<file path="config.mk">
export PLATFORM = sky130hd
export DESIGN_NAME = segre_if_stage
export DESIGN_NICKNAME = d
export VERILOG_FILES = /design/src/rtl/segre_pkg.sv /design/src/rtl/segre_fetch_queue.sv /design/src/rtl/segre_if_stage.sv
export SDC_FILE = /design/constraint.sdc
export NUM_CORES = 1
export LEC_CHECK = 0
export CORE_MARGIN = 10
export CORE_UTILIZATION = 25
export DETAILED_ROUTE_END_ITERATION = 12
export PLACE_DENSITY = 0.4
export SLEW_MARGIN = 20
export SYNTH_ARGS = -nofsm -noshare
export SYNTH_HDL_FRONTEND = slang
export SYNTH_HIERARCHICAL = 1
export SYNTH_SLANG_ARGS = --single-unit
</file>
<file path="constraint.sdc">
create_clock -name clk_i -period 12.1 [get_ports clk_i]
set_input_delay 1.815 -clock clk_i [delete_from_list [all_inputs] [get_ports clk_i]]
set_output_delay 1.815 -clock clk_i [all_outputs]
set_load 0.02 [all_outputs]
</file>
<file path="src/rtl/segre_pkg.sv">
// Shared SEGRE core types and constants used by the fetch stage.
package segre_pkg;

    localparam int WORD_SIZE = 32;
    localparam int ADDR_SIZE = 32;

    // Canonical RISC-V NOP (addi x0, x0, 0)
    localparam logic [WORD_SIZE-1:0] NOP_INSTR = 32'h0000_0013;

    // One fetch-queue slot: the fetched word and the address it came from
    typedef struct packed {
        logic [WORD_SIZE-1:0] instr;
        logic [ADDR_SIZE-1:0] pc;
    } if_fq_entry_t;

endpackage

</file>
<file path="src/rtl/segre_fetch_queue.sv">
// Fall-through FIFO between instruction memory and decode.
// The head slot is read combinationally, so a word written at one edge is
// visible on head right after that edge. Flush beats push and pop.
import segre_pkg::*;

module segre_fetch_queue #(
    parameter int  DEPTH = 2,
    localparam int PW    = $clog2(DEPTH),
    localparam int CW    = PW + 1
) (
    input  logic          clk,
    input  logic          rst,
    input  logic          flush,
    input  logic          push,
    input  if_fq_entry_t  push_data,
    input  logic          pop,
    output if_fq_entry_t  head,
    output logic          empty,
    output logic [CW-1:0] count
);

    if_fq_entry_t  mem [DEPTH];
    logic [PW-1:0] rd_ptr;
    logic [PW-1:0] wr_ptr;

    // Pointer and occupancy bookkeeping; DEPTH is a power of two so pointers wrap naturally
    always_ff @(posedge clk or posedge rst) begin
        if (rst) begin
            rd_ptr <= '0;
            wr_ptr <= '0;
            count  <= '0;
        end else if (flush) begin
            rd_ptr <= '0;
            wr_ptr <= '0;
            count  <= '0;
        end else begin
            if (push) wr_ptr <= wr_ptr + PW'(1);
            if (pop)  rd_ptr <= rd_ptr + PW'(1);
            count <= count + CW'(push) - CW'(pop);
        end
    end

    // Storage array; contents are only meaningful while count covers the slot
    always_ff @(posedge clk) begin
        if (push && !flush) mem[wr_ptr] <= push_data;
    end

    assign head  = mem[rd_ptr];
    assign empty = (count == '0);

endmodule

</file>
<file path="src/rtl/segre_if_stage.sv">
// SEGRE instruction-fetch stage.
// Issues word requests to instruction memory from the fetch PC, buffers the
// in-order responses in a small fall-through queue and hands them to decode.
// A credit rule (in-flight + buffered <= FQ_DEPTH) guarantees that every
// response finds a free slot. Redirects flush the queue and a drop counter
// discards responses still in flight from the old path.
// Optional build macro SEGRE_IF_PERF_CNT_EN adds fetch_cnt_o, a 32-bit count
// of instructions handed to decode.
//
// Handshake: a request transfers on a cycle with imem_req_o & imem_gnt_i;
// responses come back in request order, one per imem_rvalid_i pulse; decode
// takes the head when valid_if_o & !stall_if_i (and no redirect that cycle).
import segre_pkg::*;

module segre_if_stage #(
    parameter logic [ADDR_SIZE-1:0] BOOT_ADDR = 32'h0000_0000,
    parameter int                   FQ_DEPTH  = 2
) (
    input  logic                 clk_i,
    input  logic                 rst_i,
    output logic                 imem_req_o,
    output logic [ADDR_SIZE-1:0] imem_addr_o,
    input  logic                 imem_gnt_i,
    input  logic                 imem_rvalid_i,
    input  logic [WORD_SIZE-1:0] imem_rdata_i,
    output logic [WORD_SIZE-1:0] instr_o,
    output logic [ADDR_SIZE-1:0] pc_o,
    output logic                 valid_if_o,
    input  logic                 stall_if_i,
    input  logic                 redirect_i,
    input  logic [ADDR_SIZE-1:0] redirect_pc_i
`ifdef SEGRE_IF_PERF_CNT_EN
    ,
    output logic [31:0]          fetch_cnt_o
`endif
);

    localparam int CW = $clog2(FQ_DEPTH) + 1;

    logic [ADDR_SIZE-1:0] fpc;
    logic [ADDR_SIZE-1:0] rsp_pc;
    logic                 fetch_en;
    logic [CW-1:0]        outstanding;
    logic [CW-1:0]        outstanding_nxt;
    logic [CW-1:0]        drop_cnt;
    logic [CW-1:0]        fq_count;
    logic [CW:0]          credit_used;
    logic                 deq;
    logic                 gnt_fire;
    logic                 rsp_keep;
    logic                 fq_pop;
    logic                 fq_empty;
    if_fq_entry_t         fq_head;
    if_fq_entry_t         fq_wdata;

    // A slot freed by decode this cycle is already available as a credit;
    // this keeps back-to-back fetch going with only two queue entries.
    assign deq         = !fq_empty && !stall_if_i;
    assign credit_used = {1'b0, outstanding} + {1'b0, fq_count} - (CW+1)'(deq);
    assign imem_req_o  = fetch_en && (credit_used < (CW+1)'(FQ_DEPTH));
    assign imem_addr_o = fpc;
    assign gnt_fire    = imem_req_o && imem_gnt_i;

    assign outstanding_nxt = outstanding + CW'(gnt_fire) - CW'(imem_rvalid_i);

    // A response is kept only when no stale responses remain and no redirect
    // is flushing the queue in the same cycle.
    assign rsp_keep = imem_rvalid_i && (drop_cnt == '0) && !redirect_i;
    assign fq_pop   = deq && !redirect_i;
    assign fq_wdata = '{instr: imem_rdata_i, pc: rsp_pc};

    segre_fetch_queue #(
        .DEPTH (FQ_DEPTH)
    ) u_fetch_queue (
        .clk       (clk_i),
        .rst       (rst_i),
        .flush     (redirect_i),
        .push      (rsp_keep),
        .push_data (fq_wdata),
        .pop       (fq_pop),
        .head      (fq_head),
        .empty     (fq_empty),
        .count     (fq_count)
    );

    // Fetch PC, response-address tracking, in-flight and drop counters.
    // rsp_pc is the address of the next response that will be kept: responses
    // are in order and sequential, and after a redirect every in-flight one is
    // dropped, so the next kept response belongs to the redirect target.
    always_ff @(posedge clk_i or posedge rst_i) begin
        if (rst_i) begin
            fetch_en    <= 1'b0;
            fpc         <= BOOT_ADDR;
            rsp_pc      <= BOOT_ADDR;
            outstanding <= '0;
            drop_cnt    <= '0;
        end else begin
            fetch_en    <= 1'b1;
            outstanding <= outstanding_nxt;
            if (redirect_i) begin
                fpc      <= redirect_pc_i;
                rsp_pc   <= redirect_pc_i;
                drop_cnt <= outstanding_nxt;
            end else begin
                if (gnt_fire)                         fpc      <= fpc + ADDR_SIZE'(4);
                if (imem_rvalid_i && drop_cnt != '0)  drop_cnt <= drop_cnt - CW'(1);
                if (rsp_keep)                         rsp_pc   <= rsp_pc + ADDR_SIZE'(4);
            end
        end
    end

    assign valid_if_o = !fq_empty;
    assign instr_o    = fq_empty ? NOP_INSTR : fq_head.instr;
    assign pc_o       = fq_empty ? rsp_pc    : fq_head.pc;

`ifdef SEGRE_IF_PERF_CNT_EN
    // Count instructions actually handed to decode; wraps at 2^32
    always_ff @(posedge clk_i or posedge rst_i) begin
        if (rst_i)       fetch_cnt_o <= '0;
        else if (fq_pop) fetch_cnt_o <= fetch_cnt_o + 32'd1;
    end
`endif

endmodule

</file>
==> summary.txt <==
Detailed routing
  – WL/cell: roughly 20 µm
  – Routed via count: 6820
  – First-pass iteration count of the detailed router: 5
  – Total Wirelength: approximately 29000 µm
  – 1st-iter DRT viols: 390
  – DRC: 0
  – Antenna Nets Post-Route: 0
  – Vias per cell: about 4.7

Timing
  – Final hold vios: 0
  – Final Cycle Share: 52.8%
  – Final count of pins violating max slew: 0
  – Slew headroom: 36.2%
  – Fin crit period: 6.39 ns
  – Maximum clock rate: approximately 0.16 GHz
  – Total negative setup slack: 0 ns
  – RSZ-0062 raised after global routing: false
  – Setup violators final: 0
  – Clk_skew: 0.0185 ns
  – Worst Max-Slew Pin Slew: 0.957 ns

Synthesis
  – Cell area after synthesis: just under 10000 µm²
  – Gate Count Post-Synth: 758
  – Top cells by count, synth: edfxtp_1, dfrtp_1, mux2_2, mux2_4, nor2_1
  – Syn_nets: between 800 and 900
  – Syn_area_per_cell: 13.1 µm²
  – EDFF count, synth: roughly 130
  – Yosys warnings: 6
  – Top-area cell type share of the netlist area: approximately two fifths
  – Ys async rst share: 36.3%
  – Yosys cell types: between 50 and 60
  – Largest area contributor in the netlist: edfxtp_1
  – Synth area leaders: edfxtp_1, dfrtp_1, mux2_4
  – FF+latch count, synth: 201
  – Sequential area share after synthesis: a little under three fifths
  – Most frequent cell after synthesis: edfxtp_1
  – Synth Flop Type: edfxtp_1

GRT
  – Vias in the first global route: 7071
  – GRT busiest layer: met2
  – Met2 Use GR: 18.1%
  – Grt ovf: 0
  – Largest net degree at the start of global routing: 67
  – Initial antenna violation count: 0
  – Met1 global-route usage: 16.8%
  – Met3 global-route usage: 2.81%
  – First-pass GRT wire length: 44800 µm
  – Gr usage total: 11.9%

Clock tree
  – TritonCTS clock tree: built
  – Clk sinks: 201
  – Post-CTS Setup Bufs: 0
  – # H-tree levels: 1
  – Hold buffers post-CTS: 0
  – CTS Buffer Depth: 3
  – Cts repair resizes: 0
  – Total CTS buffers: 25
  – Clock transition at path regs: about 0.050 ns
  – Skew-Pair Late Insertion Delay: 0.54 ns
  – Root Buffer: clkbuf_16

Worst setup path
  – Critical-path maximum fanout: 6
  – Max incr delay on CP: 0.62 ns
  – Crit Path Category: in -> out
  – Worst-path cell with the longest stage delay: clkdlybuf4s50_1
  – WP depth: 8
  – Reg2reg setup slack: 8.67 ns
  – Critical R2R Launch: u_fetch_queue/count[0]
  – Critical path's most frequent cell: clkdlybuf4s50_1
  – Critical Path Start Type: primary input
  – Crit-path cells: clkdlybuf4s50_1, nor2_1, ha_1, nand2b_1, fa_1, xor2_1, and3_1, clkdlybuf4s50_1
  – Reg2Reg Depth: 9
  – Worst EP required: 10.28 ns
  – RR Endpoint: imem_addr_o[14]
  – Worst setup path start: stall_if_i
  – Crit end category: output port
  – WP data arrival: 4.57 ns
  – Crit path max-delay family: buffers and inverters
  – Bufs and invs on worst path: 2

Final layout
  – Fraction of layout cells with a size suffix above 1: a little under a fifth
  – Antenna Cells: 0
  – Area Overhead vs Synth: 29.6%
  – Multi-input gate area: 3930 µm²
  – Final nets: 1000
  – Post-route cell area: 12800 µm²
  – # fillers: 3942
  – Seq. cell area: 5670 µm²

Outcome
  – Status: finished, final reports clean

Die
  – Top Ports: 168
  – # rows: 72
  – Die X-Extent: 219 µm
  – Chip Height: 219 µm
  – Die area: 48000 µm²
  – Core Area: around 39000 µm²
  – Starting Density: 25.4%

Hold path
  – Worst Hold Class: reg -> reg
  – WHS Endpoint: u_fetch_queue/mem[0][1]
  – Hold depth: 0
  – Hold Crit Start: rsp_pc[1]

Power and ir drop
  – VDD IR max: roughly 0.092 mV
  – Clock power frac: 32.0%
  – Logic pwr share: 29.7%
  – Seq pwr share: 38.3%
  – Leak Pwr: between 4 and 5 nW
  – Net Sw Frac: roughly a third
  – Cell internal pwr: 1.53 mW
  – Sw Pwr: 0.700 mW
  – Pwr Density: 174 nW/µm²

Run
  – Max cap viols: 0

Place
  – Port buffer count: 167
  – Cell area after placement: approximately 12000 µm²
  – GP Congestion: 0.782
  – Post-DP HPWL: 19700 µm
==> routing by layer <==
layer	vias up	wire length [µm]
li1	3214	-
met1	3387	14100
met2	185	12700
met3	34	1720
met4	0	458
met5	-	0
==> how the worst max path moves through the flow <==
stage                                   end
floorplan           u_fetch_queue/mem[0][0]
finish                           imem_req_o
detailed placement               imem_req_o
global placement                 imem_req_o
global route                     imem_req_o
CTS                              imem_req_o
==> layout make-up <==
class	instances	share of cell area [%]
Tap cell	518	5.05
Clock inverter	6	0.478
Inverter	21	0.614
Sequential cell	201	44.2
Clock buffer	40	5.56
Timing Repair Buffer	176	13.5
Multi-Input combinational cell	495	30.6
==> logic make-up (layout without fill, tap and decap cells) <==
group,Yosys count,after routing,synth area share (%)
adder cells (fa/ha/maj),10,10,1.34
buffers and inverters,62,243,3.24
flip-flops,201,201,57.3
AND/OR/NAND/NOR,259,259,15.2
XOR/XNOR,26,26,2.44
other,1,1,0.0379
multiplexers,110,110,14.4
AO/OA/AOI/OAI,89,89,6.13
==> power groups by stage <==
stage	clock network (mW)	registers, mW	logic, mW
after detailed placement	0	0.867	0.678
after CTS	0.747	0.855	0.681
after global routing	0.777	0.864	0.720
after floorplan	0	0.860	0.392
final	0.715	0.854	0.662
after global placement	0	0.868	0.678
==> per-stage QoR <==
step / setup slack (ns) / instances / total power [mW] / hold slack [ns] / util (%)
after floorplan: 4.19 / 758 / 1.25 / 0.458 / -
after global placement: 5.71 / 1411 / 1.55 / 0.491 / 31.0
after detailed placement: 5.74 / 1411 / 1.54 / 0.505 / 31.0
after CTS: 5.72 / 1457 / 2.28 / 0.522 / 33.0
after global routing: 5.58 / 1457 / 2.36 / 0.544 / 33.0
final: 5.71 / 1457 / 2.23 / 0.522 / 33.0
==> sequential cells by signal, indices dropped and copies added, names as in the netlist <==
name	count
drop_cnt	2
fetch_en	1
imem_addr_o	32
outstanding	2
rsp_pc	32
u_fetch_queue/count	2
u_fetch_queue/mem	128
u_fetch_queue/rd_ptr	1
u_fetch_queue/wr_ptr	1
==> cells in the final DEF (no fill, tap or decap), types with 24 or more instances in the layout <==
cell | Yosys | routed
clkdlybuf4s50_1 | 0 | 166
edfxtp_1 | 128 | 128
dfrtp_1 | 73 | 72
mux2_2 | 59 | 59
mux2_4 | 50 | 50
nor2_1 | 40 | 39
nand2_1 | 33 | 33
nor2b_1 | 32 | 32
clkbuf_16 | 0 | 26
nand4_1 | 24 | 24
(Power assumes the default switching activity.)
